--- src/rtl/player_move_ctrl.sv ---
// Player sprite position controller: debounced buttons move the player once per
// frame (vsync fall), and the new position is pushed to the sprite registers.
module player_move_ctrl #(
    parameter int DEBOUNCE_CYCLES = 500000,
    parameter int STEP            = 2,
    parameter int X_MIN           = 0,
    parameter int X_MAX           = 624,
    parameter int Y_MIN           = 0,
    parameter int Y_MAX           = 464,
    parameter int X_INIT          = 32,
    parameter int Y_INIT          = 240
) (
    input  logic        clk_clk,
    input  logic        reset_reset_n,
    input  logic        btn_up_n,
    input  logic        btn_down_n,
    input  logic        btn_left_n,
    input  logic        btn_right_n,
    input  logic        vsync_n,
    input  logic        respawn,
    output logic [1:0]  avm_address,
    output logic [31:0] avm_writedata,
    output logic        avm_write,
    input  logic        avm_waitrequest,
    output logic [9:0]  player_x,
    output logic [9:0]  player_y,
    output logic        busy,
    output logic [7:0]  missed_frames
);

    localparam int CW = (DEBOUNCE_CYCLES > 1) ? $clog2(DEBOUNCE_CYCLES) : 1;
    localparam logic [CW-1:0] CNT_LAST = CW'(DEBOUNCE_CYCLES - 1);

    localparam logic [9:0] STEP_P   = 10'(STEP);
    localparam logic [9:0] X_MIN_P  = 10'(X_MIN);
    localparam logic [9:0] X_MAX_P  = 10'(X_MAX);
    localparam logic [9:0] Y_MIN_P  = 10'(Y_MIN);
    localparam logic [9:0] Y_MAX_P  = 10'(Y_MAX);
    localparam logic [9:0] X_INIT_P = 10'(X_INIT);
    localparam logic [9:0] Y_INIT_P = 10'(Y_INIT);

    typedef enum logic [1:0] {IDLE, CALC, WR_X, WR_Y} state_t;

    state_t     state, state_next;
    logic [3:0] btn_raw, btn_s1, btn_s2, btn_db_n;
    logic       vs_s1, vs_s2, vs_prev, tick;
    logic       pending, respawn_flag;
    logic       press_up, press_down, press_left, press_right;
    logic [9:0] x_step, y_step;

    // Bit order: 0 = up, 1 = down, 2 = left, 3 = right (all active-low).
    assign btn_raw = {btn_right_n, btn_left_n, btn_down_n, btn_up_n};

    // NOTE: sequential state uses non-blocking assignments so every register
    // samples the pre-edge value of its neighbours, as the hardware does.
    always_ff @(posedge clk_clk or negedge reset_reset_n) begin
        if (!reset_reset_n) begin
            btn_s1  <= '1;
            btn_s2  <= '1;
            vs_s1   <= 1'b1;
            vs_s2   <= 1'b1;
            vs_prev <= 1'b1;
        end else begin
            btn_s1  <= btn_raw;
            btn_s2  <= btn_s1;
            vs_s1   <= vsync_n;
            vs_s2   <= vs_s1;
            vs_prev <= vs_s2;
        end
    end

    assign tick = vs_prev & ~vs_s2;

    for (genvar i = 0; i < 4; i++) begin : g_debounce
        logic [CW-1:0] cnt;
        logic          db_n;

        // Any cycle where the synced input agrees with the accepted state restarts the count.
        always_ff @(posedge clk_clk or negedge reset_reset_n) begin
            if (!reset_reset_n) begin
                cnt  <= '0;
                db_n <= 1'b1;
            end else if (btn_s2[i] == db_n) begin
                cnt <= '0;
            end else if (cnt == CNT_LAST) begin
                cnt  <= '0;
                db_n <= btn_s2[i];
            end else begin
                cnt <= cnt + 1'b1;
            end
        end

        assign btn_db_n[i] = db_n;
    end

    assign press_up    = ~btn_db_n[0];
    assign press_down  = ~btn_db_n[1];
    assign press_left  = ~btn_db_n[2];
    assign press_right = ~btn_db_n[3];

    // Subtractions are only taken when they cannot go below the bound, so no wrap.
    function automatic logic [9:0] move_axis(input logic [9:0] pos, input logic dec,
                                             input logic inc, input logic [9:0] lo,
                                             input logic [9:0] hi);
        logic [9:0] r;
        r = pos;
        if (dec && !inc)
            r = (pos >= lo && (pos - lo) >= STEP_P) ? pos - STEP_P : lo;
        else if (inc && !dec)
            r = (hi >= pos && (hi - pos) >= STEP_P) ? pos + STEP_P : hi;
        return r;
    endfunction

    assign x_step = move_axis(player_x, press_left, press_right, X_MIN_P, X_MAX_P);
    assign y_step = move_axis(player_y, press_up, press_down, Y_MIN_P, Y_MAX_P);

    // NOTE: every output of this block gets a default first, so no path can
    // leave a signal unassigned and infer a latch.
    always_comb begin
        state_next    = state;
        avm_write     = 1'b0;
        avm_address   = 2'd0;
        avm_writedata = 32'd0;
        case (state)
            IDLE: if (tick || pending) state_next = CALC;
            CALC: state_next = WR_X;
            WR_X: begin
                avm_write     = 1'b1;
                avm_writedata = {22'b0, player_x};
                if (!avm_waitrequest) state_next = WR_Y;
            end
            WR_Y: begin
                avm_write     = 1'b1;
                avm_address   = 2'd1;
                avm_writedata = {22'b0, player_y};
                if (!avm_waitrequest) state_next = IDLE;
            end
            default: state_next = IDLE;
        endcase
    end

    assign busy = (state != IDLE);

    always_ff @(posedge clk_clk or negedge reset_reset_n) begin
        if (!reset_reset_n) begin
            state         <= IDLE;
            pending       <= 1'b0;
            missed_frames <= 8'd0;
            respawn_flag  <= 1'b0;
            player_x      <= X_INIT_P;
            player_y      <= Y_INIT_P;
        end else begin
            state <= state_next;

            // IDLE either has nothing pending or is about to consume it in CALC.
            if (state == IDLE) begin
                pending <= 1'b0;
            end else if (tick) begin
                if (!pending)
                    pending <= 1'b1;
                else if (missed_frames != 8'hFF)
                    missed_frames <= missed_frames + 8'd1;
            end

            respawn_flag <= (state == CALC) ? 1'b0 : (respawn_flag | respawn);

            if (state == CALC) begin
                if (respawn_flag || respawn) begin
                    player_x <= X_INIT_P;
                    player_y <= Y_INIT_P;
                end else begin
                    player_x <= x_step;
                    player_y <= y_step;
                end
            end
        end
    end

endmodule

--- config.mk ---
export PLATFORM = sky130hd
export DESIGN_NAME = player_move_ctrl
export DESIGN_NICKNAME = d
export VERILOG_FILES = /design/src/rtl/player_move_ctrl.sv
export SDC_FILE = /design/constraint.sdc
export NUM_CORES = 1
export LEC_CHECK = 0
export ABC_CLOCK_PERIOD_IN_PS = 4350
export CAP_MARGIN = 20
export CORE_MARGIN = 1
export CORE_UTILIZATION = 60
export CTS_CLUSTER_DIAMETER = 100
export DETAILED_ROUTE_END_ITERATION = 12
export GPL_TIMING_DRIVEN = 0
export HOLD_SLACK_MARGIN = 0.02
export PLACE_DENSITY_LB_ADDON = 0.08
export SLEW_MARGIN = 30
export SYNTH_ARGS = -nofsm -noshare
export SYNTH_HDL_FRONTEND = slang
export SYNTH_SLANG_ARGS = --single-unit
--- constraint.sdc ---
create_clock -name clk_clk -period 4.35 [get_ports clk_clk]
set_clock_uncertainty 0.1 [all_clocks]
set_input_delay 0.435 -clock clk_clk [delete_from_list [all_inputs] [get_ports clk_clk]]
set_output_delay 0.435 -clock clk_clk [all_outputs]
set_load 0.005 [all_outputs]
**Word-level counts from Yosys, hierarchy flattened**

Index checks and enable logic that the tools add are counted.

- Add/subtract/negate cells: 11
- Order comparisons: 8
- Equality and inequality tests: 15
- Mux-type cells: 28
- Bitwise logic cells: 12
- Reductions and logical operators: 24

Operator list:

| operator | count |
|---|---|
| $mux 19 | 8 |
| $mux 10 | 10 |
| $add 19x1->19 const B | 4 |
| $eq 19x19->1 const B | 4 |
| $ge 10x2->1 const B | 4 |
| $add 10x2->10 const B | 2 |
| $ge 10x1->1 const B | 2 |
| $pmux 10 s2 | 1 |
| $sub 10x2->10 const B | 2 |
| $reduce_and 2->1 | 6 |
| $ge 10x10->1 const A | 1 |
| $ge 9x10->1 const A | 1 |
| $not 1->1 | 10 |
| $sub 10x10->10 const A | 1 |
| $sub 9x10->10 const A | 1 |
| $add 8x1->8 const B | 1 |
| $logic_and 1x1->1 | 8 |
| $ne 8x8->1 const B | 1 |
| $pmux 2 s4 | 1 |
| $mux 2 | 3 |
| $ne 2x2->1 const B | 3 |
| $reduce_bool 3->1 | 2 |
| $mux 1 | 5 |
| $eq 1x1->1 | 4 |
| 10 further kinds | 13 |

- Bits in registers: 123
- Bits of input ports: 9
- Output and inout bits: 64
- Word-level logic and storage cells: 117

**Logic depth before layout (Yosys ltp)**

Gate-level depths: netlist of run 1.

- Depth in word-level cells: 7
- Gate-level depth with buffers: 9
- Mapped depth without buffers: 8

**Least setup slack after synthesis of run 1**

No wires, ideal clock.

- Path type: reg2reg
- Start point: register player_y[1]
- End point: register player_y[1]
- Library setup time: 0.137 ns
- Arrival time: 2.069 ns
- Required time: 4.113 ns
- Path slack: 2.045 ns
- Cell stages (with the launch flop): 10
- Buffers on the path: 1
- Period minus slack after synthesis: 2.305 ns
- Path through: dfrtp_1 -> clkbuf_1 -> inv_1 -> ha_1 -> nor3b_1 -> a211o_1 -> o211ai_1 -> o41ai_2 -> nand2b_1 -> o21ai_0

- Cells in the longest elaborated chain, start to end: 7
- Elaborated cells on any way between the ends: 14
- Those cells by class: add/sub: 3; order compare: 4; mux: 5; reduce/logical: 2

Ends and longest elaborated chain:

| element | line | RTL |
|---|---|---|
| start: declaration | 26 | `output logic [9:0] player_y,` |
| start signal: assignment | 173 | `player_y <= y_step;` |
| $sub 9x10->10 | 110 | `r = (hi >= pos && (hi - pos) >= STEP_P) ? pos + STEP_P : hi;` |
| $ge 10x2->1 | 110 |  |
| $logic_and 1x1->1 | 110 |  |
| $mux 10 | 110 |  |
| $mux 10 | 109 | `else if (inc && !dec)` |
| $mux 10 (*) | 107 | `if (dec && !inc)` |
| $mux 10 (*) | 168 | `if (respawn_flag \|\| respawn) begin` |

Every way passes the cells marked *; elsewhere a longest branch is shown, timed or not. The select of a mux whose other input is x is not followed.
A chain may end at the register's enable or synchronous reset.

**Worst setup path in the final report of run 1**

- Start point: register player_y[1]
- End point: register player_y[2]

Same word-level chain as after synthesis.

==> run_results.csv, run 1 <==
group,metric,value,unit
outcome,status,"completed",
sta,period_share,65.0,%
setup_path,critPathTopFamily,"compound AO/OA/AOI/OAI gates",
sta,rsz0062_at_grt,"false",
setup_path,required,4.54,ns
clock_tree,cts_sinks,121,
yosys,avgSynthCellArea,9.35,µm²
place,port_buffers,46,
die,start_util,62.5,%
setup_path,path_max_fanout,10,
drt,dr.pass1.iters,6,
setup_path,slowest_stage,"o41ai_2",
final_layout,final_common_cell,"nor2_1",
setup_path,cpPeakStageDelay,0.51,ns
drt,ant_nets,0,
drt,viasPerCell,5.73,
grt,grt_pass1_vias,5442,
place,dp_cells,946,
clock_tree,cts_tree,"yes",
clock_tree,clk_latency,0.42,ns
place,globalplace.congestion,0.906,
die,rows,38,
yosys,ys.flop_type,"dfrtp_1",
sta,maxSlewHeadroom,56.2,%
final_layout,fillers,757,
die,pin_count,73,
clock_tree,htree_levels,4,
setup_path,endpoint_kind,"flop",
die,fp.coreArea,11000,µm²
setup_path,start_kind,"flop",
clock_tree,cts.clk_slew.worst_paths,0.05,ns
clock_tree,cts-root-buf,"clkbuf_16",
hold_path,min_path_type,"flop to flop",
grt,grt_overflow,0,
sta,worstMarginPinSlew,0.651,ns
grt,grt.total_usage,28.8,%
yosys,synth_seq_area_share,44.5,%
yosys,synth_cell_type_count,69,
setup_path,crit_buf_inv,2,
place,hpwl,10900,µm
flow_run,max_cap_violations,0,
grt,antenna_found_initial,0,
setup_path,critPathKind,"flop to flop",
final_layout,antenna_cells,0,
drt,wire_per_inst,16.1,µm
clock_tree,post_cts_resized,0,
drt,drt-initial-drc-count,486,
final_layout,fin_util,75.7,%
final_layout,drive_above_1_share,14.3,%
setup_path,critPathArrivalTime,3.02,ns
final_layout,fin_cells,979,
final_layout,final_cell_mix,"nor2_1 (117), dfrtp_1 (101), nand2_1 (57)",
power,leakagePower,3.59,nW
yosys,ys_ff_latch,121,
drt,wl,15800,µm
die,die_h,109,µm
clock_tree,clk_path_buf_depth,2,
place,dpl_cell_area,7620,µm²
yosys,synth_top_area_share,36.8,%
yosys,syn_area,6860,µm²
sta,min_period,2.83,ns
sta,max_clock_freq,353,MHz
grt,grt_max_degree,75,
final_layout,fin_area,8310,µm²
setup_path,cp_cell_sequence,"clkbuf_1 > inv_1 > ha_1 > nor3b_1 > a211o_1 > o211ai_1 > o41ai_2 > nand2b_1 > o22ai_1",
final_layout,syn_to_final_growth,21.1,%
sta,drv_slew,0,
yosys,syn-instance-count,734,
yosys,synth_area_leader_cell,"dfrtp_1",
die,die_w,109,µm
grt,grt_pass1_wl,26100,µm
clock_tree,cts_made_buffers,17,
power,ir_drop,0.517,mV
sta,hold_violations,0,
yosys,synth_edf_count,0,
final_layout,fin_nets,852,
yosys,synthTopCellsByArea,"dfrtp_1 (37%), dfstp_2 (7.7%), nor2_1 (6.4%)",
yosys,async_flop_share,100,%
drt,vias,5608,
power,power.density,392,nW/µm²
sta,final-setup-viol-count,0,
die,die-area,11900,µm²
yosys,yosys_warnings,0,
drt,drc,0,
## layout make-up
type	instances	area, µm²	area share (%)
Timing Repair Buffer	48	503	6.05
Clock inverter	7	160	1.93
Inverter	27	101	1.22
Sequential cell	121	3050	36.7
Buffer	53	333	4.01
Clock buffer	25	515	6.20
Tap cell	140	175	2.11
Multi-Input combinational cell	558	3470	41.7
## Yosys cell counts, types with 2 or more instances
cell       number
ha_1           17
or3_1           2
nor4b_1         5
a211o_1         3
mux2i_1         4
xor2_1         42
a32oi_1         2
o22ai_1         2
dfrtp_1       101
o2bb2ai_1       2
and3_1         11
a22o_1         11
nor3b_1         2
nand3_1        42
nor3_1         17
a21o_1          2
dfstp_2        20
nand2b_1        4
nor4_1          8
xnor2_1        46
a2111oi_0       2
nand3b_1        4
nand4_1        17
buf_4          30
or4_1           2
clkbuf_1       10
mux2_2          3
o32ai_1         2
inv_1          27
nand2_1        57
o21ai_1         6
buf_2          11
nor2_1        117
a211oi_1        3
nor2b_1         4
or2_2          11
a21oi_1        13
and2_1          7
a31oi_1         9
o31ai_1         2
o21ai_0        12
nor4bb_1        3
and4_1         13
## what timing repair did
action                    in CTS  in global routing
hold buffers                   1                  0
setup buffers                  0                  0
hold endpoints to repair      42                  0
## flip-flops by register name, summed over array words and instances, names as in the netlist
| name | cells |
|---|---|
| pending | 1 |
| state | 2 |
| vs_s1 | 1 |
| vs_s2 | 1 |
| g_debounce.db_n | 4 |
| missed_frames | 8 |
| g_debounce.cnt | 76 |
| vs_prev | 1 |
| respawn_flag | 1 |
| btn_s1 | 4 |
| btn_s2 | 4 |
| player_x | 9 |
| player_y | 9 |
## where the power goes
group          leakage (nW)  switching [mW]  internal (mW)  total (mW)
Clock                 0.333           0.489           1.11        1.59
Sequential             1.60          0.0446           1.18        1.22
Combinational          1.66           0.228          0.206       0.434
Total                  3.59           0.762           2.49        3.25
## metrics by stage
step | power (mW) | worst slack, ns | setup TNS, ns | hold slack (ns)
2_1_floorplan | 1.47 | 2.04 | 0 | 0.0394
3_3_place_gp | 1.65 | -1.81 | -188.51 | 0.246
3_5_place_dp | 1.67 | 1.54 | 0 | 0.247
4_1_cts | 3.27 | 1.55 | 0 | 0.255
5_1_grt | 3.38 | 1.34 | 0 | 0.258
6_report | 3.25 | 1.52 | 0 | 0.255
## path summary, 6_finish.rpt
| path | start | to | slack [ns] | cells past startpoint |
|---|---|---|---|---|
| setup / recovery | player_y[1] | player_y[2] | 1.52 | 9 |
| hold / removal | btn_s1[1] | btn_s2[1] | 0.25 | 0 |
| setup reg to reg | player_y[1] | player_y[2] | 1.52 | 9 |
| hold reg to reg | btn_s1[1] | btn_s2[1] | 0.25 | 0 |
| max in group asynchronous | reset_reset_n | btn_s2[1] | 3.01 | 3 |
| min in group asynchronous | reset_reset_n | player_x[3] | 0.42 | 2 |
## routing by layer
layer  vias up  global-route usage [%]  share of wire (%)
li1       2684                       -                  -
met1      2723                    37.1                 43
met2       180                    47.3                 50
met3        21                    7.05                5.3
met4         0                    9.56                1.2
met5         -                       0                  0
## worst register-to-register path, cell delays in order (launching register included)
cell      delay [ns]
dfrtp_1         0.46
clkbuf_1        0.37
inv_1           0.12
ha_1            0.32
nor3b_1         0.22
a211o_1         0.14
o211ai_1        0.12
o41ai_2         0.51
nand2b_1        0.21
o22ai_1         0.12
## cell families after synthesis
logic type | synth area share, %
AOI/OAI and AO/OA | 9.48
xor gates and xnor gates | 11.2
adders and majority gates | 3.10
buffers and inverters | 6.33
DFF | 44.5
muxes | 1.08
other | 0.0547
and+or+nand+nor | 24.2
(Power assumes the default switching activity.)
==> run 2: changes to the inputs <==
Settings changed: ABC_CLOCK_PERIOD_IN_PS 4350 to 2830, CORE_UTILIZATION 60 to 57.
Clock period 4.35 ns to 2.83 ns, I/O delays scaled along.
==> run 2 against run 1 <==
Effect of this change: the flow now finishes with violations (DRC); register-to-register slack got worse by 1.3 ns; sequential power rose by 54%; non-clock buffer count did not move; flip-flop and latch count did not move; core utilization fell by 3.9 points; critical path depth fell by 4; setup slack got worse by 1.3 ns; total power rose by 48%; global-route usage fell by 2.6 points; die area rose by 5.2%; critical endpoint is now avm_writedata[8]; highest routed layer unchanged.
==> run_results.csv, run 2 (synthesis gave the netlist of run 1 again) <==
group,metric,value,unit
outcome,status,"finished, violations left",
outcome,violations,"DRC",
drt,ant_nets,0,
sta,setup_ws,0.207,ns
clock_tree,cts_sinks,121,
power,p_int,3.65,mW
sta,max_clock_freq,381,MHz
power,ir_drop,0.506,mV
drt,vias,5540,
final_layout,fillers,864,
power,power,4.83,mW
power,leakagePower,3.59,nW
hold_path,min_path_type,"input port to flop",
final_layout,final_common_cell,"nor2_1",
power,swShare,24.3,%
drt,dr.pass1.iters,9,
die,die_w,112,µm
final_layout,fin_nets,852,
power,power.density,581,nW/µm²
power,p_seq_share,39.1,%
grt,grt_overflow,0,
clock_tree,cts_tree,"yes",
setup_path,path_max_fanout,10,
place,globalplace.congestion,0.908,
drt,drc,7,
final_layout,reg.largest.list,"g_debounce.cnt x76, player_x x9, player_y x9",
die,fp.coreArea,11600,µm²
final_layout,largest_register_ffs,76,
power,p_clk_share,46.9,%
die,pin_count,73,
die,die-area,12500,µm²
sta,period_share,92.7,%
setup_path,crit_end,"avm_writedata[8]",
setup_path,critPathArrivalTime,2.24,ns
clock_tree,cts.clk_slew.worst_paths,0.05,ns
drt,wire_per_inst,15.4,µm
sta,maxSlewHeadroom,57.0,%
die,die_h,112,µm
final_layout,antenna_cells,0,
setup_path,rr_worst_depth,9,
drt,viasPerCell,5.64,
final_layout,syn_to_final_growth,21.0,%
setup_path,required,2.45,ns
flow_run,max_cap_violations,0,
setup_path,timing.rr.start,"player_y[1]",
sta,min_period,2.62,ns
grt,grt.total_usage,26.1,%
grt,antenna_found_initial,0,
setup_path,critPathKind,"flop to output port",
place,pre_cts_ws,0.0391,ns
sta,worstMarginPinSlew,0.639,ns
setup_path,setup.worst_path.start,"state[0]",
die,rows,39,
setup_path,start_kind,"flop",
place,port_buffers,46,
sta,hold_violations,0,
setup_path,endpoint_kind,"output port",
grt,grt_pass1_vias,5441,
place,hpwl,10600,µm
clock_tree,htree_levels,4,
drt,wl,15100,µm
sta,drv_slew,0,
final_layout,drive_above_1_share,14.4,%
final_layout,regMostFlops,"g_debounce.cnt",
drt,drt-initial-drc-count,304,
grt,grt_pass1_wl,26000,µm
final_layout,final_cell_mix,"nor2_1 (117), dfrtp_1 (101), nand2_1 (57)",
power,power_frac_comb,14.0,%
die,start_util,59.3,%
clock_tree,clk_path_buf_depth,2,
sta,final-setup-viol-count,0,
sta,rsz0062_at_grt,"false",
setup_path,regToRegSetupSlack,0.24,ns
clock_tree,cts_made_buffers,17,
power,switchingPower,1.17,mW
grt,grt_max_degree,65,
setup_path,r2r_end,"player_y[4]",
clock_tree,cts-root-buf,"clkbuf_16",
clock_tree,clk_latency,0.41,ns
==> run 2: how the worst min path moves through the flow <==
stage / cells past startpoint / slack, ns / start / endpoint
after CTS: 1 / 0.16 / btn_down_n / btn_s1[1]
after global placement: 0 / 0.25 / vs_s1 / vs_s2
after floorplan: 0 / -0.11 / reset_reset_n / g_debounce[0].cnt[0]
final: 1 / 0.17 / btn_down_n / btn_s1[1]
after detailed placement: 1 / 0.13 / reset_reset_n / g_debounce[2].cnt[4]
after global routing: 1 / 0.18 / btn_up_n / btn_s1[0]
==> run 2: per-stage QoR <==
step	instance area, µm²	hold slack [ns]	utilization (%)	instances	TNS (ns)
2_1_floorplan	6960	-0.113	-	759	0
3_3_place_gp	7590	0.247	65.7	948	-360.53
3_5_place_dp	7630	0.133	66.0	949	0
4_1_cts	8260	0.162	71.4	982	0
5_1_grt	8300	0.176	71.8	982	0
6_report	8300	0.174	71.8	982	0
==> run 2: repair_timing <==
action,in CTS,in global routing
hold buffers,1,0
setup endpoints to repair,0,14
endpoints found under the hold margin,51,0
gates resized for setup,0,8
setup buffers,0,0
==> run 2: routing by layer <==
layer	up-vias	track usage, %	share of wire [%]
met2	158	42.7	49
met4	0	9.37	1.7
met1	2673	34.6	45
li1	2680	-	-
met3	29	5.39	5.0
met5	-	0	0
==> run 2: area by class of cell <==
| cell class | instances | area, µm² | share of cell area [%] |
|---|---|---|---|
| repair buffers | 48 | 503 | 6.06 |
| inverters | 27 | 101 | 1.22 |
| clock inverters | 8 | 146 | 1.76 |
| flip-flops and latches | 121 | 3050 | 36.8 |
| clock buffers | 24 | 472 | 5.68 |
| plain buffers | 53 | 334 | 4.02 |
| multi-input cells | 558 | 3510 | 42.3 |
| well taps | 143 | 179 | 2.16 |
==> run 2: power groups by stage <==
| stage | clock [mW] | sequential (mW) | combinational, mW |
|---|---|---|---|
| final | 2.26 | 1.88 | 0.676 |
| after global routing | 2.37 | 1.89 | 0.749 |
| after CTS | 2.29 | 1.88 | 0.679 |
| after detailed placement | 0 | 1.91 | 0.666 |
| after global placement | 0 | 1.90 | 0.633 |
| after floorplan | 0 | 1.90 | 0.360 |
==> run 2: worst max-delay path: stages, from the launching register on <==
cell and delay, ns:
dfrtp_1 0.42, inv_1 0.10, ha_1 0.17, clkbuf_1 0.39, a22o_1 0.25, clkdlybuf4s50_1 0.50
==> run 3: changes to the inputs <==
Settings changed: ABC_CLOCK_PERIOD_IN_PS 2830 to 2900.
Clock period 2.83 ns to 2.9 ns, I/O delays scaled along.
==> run 3 against run 2 <==
Effect of this change: the flow still finishes with violations (DRC); setup slack hardly changed; sequential power is 2% lower; total power is 2.4% lower; worst hold slack better by 0.0069 ns; core utilization is 0.13 points lower; highest routed layer unchanged.
==> run_results.csv, run 3 (synthesis gave the netlist of run 1 again) <==
group,metric,value,unit
final_layout,final_cell_mix,"nor2_1 (117), dfrtp_1 (101), nand2_1 (57)",
die,die_h,112,µm
power,power.density,568,nW/µm²
place,dpl_cell_area,7630,µm²
sta,drv_slew,0,
sta,max_clock_freq,371,MHz
setup_path,required,3.14,ns
setup_path,regToRegSetupSlack,0.21,ns
sta,worstMarginPinSlew,0.633,ns
drt,wl,15100,µm
setup_path,r2r_end,"player_x[7]",
power,ir_drop,0.496,mV
drt,viasPerCell,5.63,
power,leakagePower,3.59,nW
setup_path,path_max_fanout,5,
die,die-area,12500,µm²
drt,drc,7,
setup_path,start_kind,"flop",
setup_path,critPathArrivalTime,2.93,ns
drt,ant_nets,0,
final_layout,fillers,865,
drt,drt-initial-drc-count,285,
die,fp.coreArea,11600,µm²
grt,antenna_found_initial,0,
clock_tree,cts_setup_buffers,0,
final_layout,fin_util,71.6,%
sta,min_period,2.69,ns
clock_tree,cts.clk_slew.worst_paths,0.05,ns
grt,grt_max_degree,65,
die,pin_count,73,
place,pre_cts_ws,0.109,ns
sta,period_share,92.8,%
grt,grt.total_usage,26.1,%
place,globalplace.congestion,0.908,
grt,grt_pass1_wl,26000,µm
final_layout,syn_to_final_growth,20.8,%
drt,wire_per_inst,15.4,µm
clock_tree,clk_path_buf_depth,2,
die,start_util,59.3,%
outcome,violations,"DRC",
sta,setup_ws,0.208,ns
sta,final-setup-viol-count,0,
drt,dr.pass1.iters,9,
final_layout,antenna_cells,0,
clock_tree,cts_sinks,121,
sta,hold_violations,0,
power,power,4.71,mW
final_layout,drive_above_1_share,14.2,%
hold_path,min_path_type,"input port to flop",
clock_tree,cts_tree,"yes",
place,port_buffers,46,
sta,rsz0062_at_grt,"false",
clock_tree,clk_latency,0.41,ns
sta,timing.hold.ws,0.181,ns
hold_path,hold_end,"btn_s1[1]",
clock_tree,htree_levels,4,
clock_tree,cts_made_buffers,17,
die,rows,39,
hold_path,worstHoldPathCells,1,
setup_path,timing.rr.start,"g_debounce[2].db_n",
grt,grt_overflow,0,
final_layout,largest_register_ffs,76,
final_layout,fin_area,8290,µm²
hold_path,hold_start,"btn_down_n",
die,die_w,112,µm
flow_run,max_cap_violations,0,
setup_path,endpoint_kind,"flop",
final_layout,fin_nets,852,
drt,vias,5533,
outcome,status,"finished, violations left",
setup_path,critPathKind,"flop to flop",
final_layout,reg.largest.list,"g_debounce.cnt x76, player_x x9, player_y x9",
grt,grt_pass1_vias,5441,
place,hpwl,10600,µm
final_layout,regMostFlops,"g_debounce.cnt",
final_layout,final_common_cell,"nor2_1",
sta,maxSlewHeadroom,57.4,%
setup_path,rr_worst_depth,8,
clock_tree,cts-root-buf,"clkbuf_16",
[run 3: cell counts in the layout (fill, tap and decap cells not counted)]
No cell type changed its count.
[run 3: layout make-up]
type,instances,area (µm²),area share (%)
sequential,121,3050,36.8
clock buffer,24,472,5.69
timing repair buffer,48,503,6.07
clock inverter,8,146,1.77
inverter,27,101,1.22
buffer,53,334,4.03
tap,143,179,2.16
multi-input combinational,558,3500,42.2
[run 3: worst max path at each step]
stage / from / slack, ns / cells past startpoint / end
finish: g_debounce[2].db_n / 0.21 / 8 / player_x[7]
global route: g_debounce[2].db_n / 0.003 / 8 / player_x[7]
CTS: player_y[1] / 0.07 / 9 / player_y[1]
detailed placement: player_y[1] / 0.11 / 9 / player_y[1]
global placement: reset_reset_n / -3.17 / 1 / g_debounce[1].cnt[0]
floorplan: player_y[1] / 0.59 / 9 / player_y[1]
[run 3: worst max-delay path, cell delays in order, from the launching register on]
cell and delay (ns):
dfstp_2 0.54, inv_1 0.07, ha_1 0.32, nor4b_1 0.54, o31ai_2 0.24, a31o_2 0.28
a21oi_2 0.27, nand2_1 0.10, a31oi_1 0.16
[run 3: timing repair]
action                     in CTS  in global routing
hold buffers                    1                  0
gates resized for setup         0                  5
setup endpoints to repair       0                  9
hold endpoints to repair       51                  0
[run 3: stage by stage]
stage	setup TNS (ns)	std cells
floorplan	0	759
CTS	0	982
global placement	-352.90	948
global route	0	982
detailed placement	0	949
finish	0	982
[run 3: metal layers]
| layer | vias up | GRT usage [%] | part of all wire, % |
|---|---|---|---|
| met2 | 156 | 42.7 | 49 |
| met4 | 0 | 9.37 | 1.7 |
| met3 | 25 | 5.39 | 5.0 |
| met5 | - | 0 | 0 |
| met1 | 2665 | 34.6 | 44 |
| li1 | 2687 | - | - |
[run 3: power by group]
| part | internal (mW) | leakage (nW) | switching, mW | total, mW |
|---|---|---|---|---|
| registers | 1.77 | 1.60 | 0.0680 | 1.84 |
| logic | 0.312 | 1.70 | 0.350 | 0.661 |
| clock network | 1.48 | 0.298 | 0.728 | 2.21 |
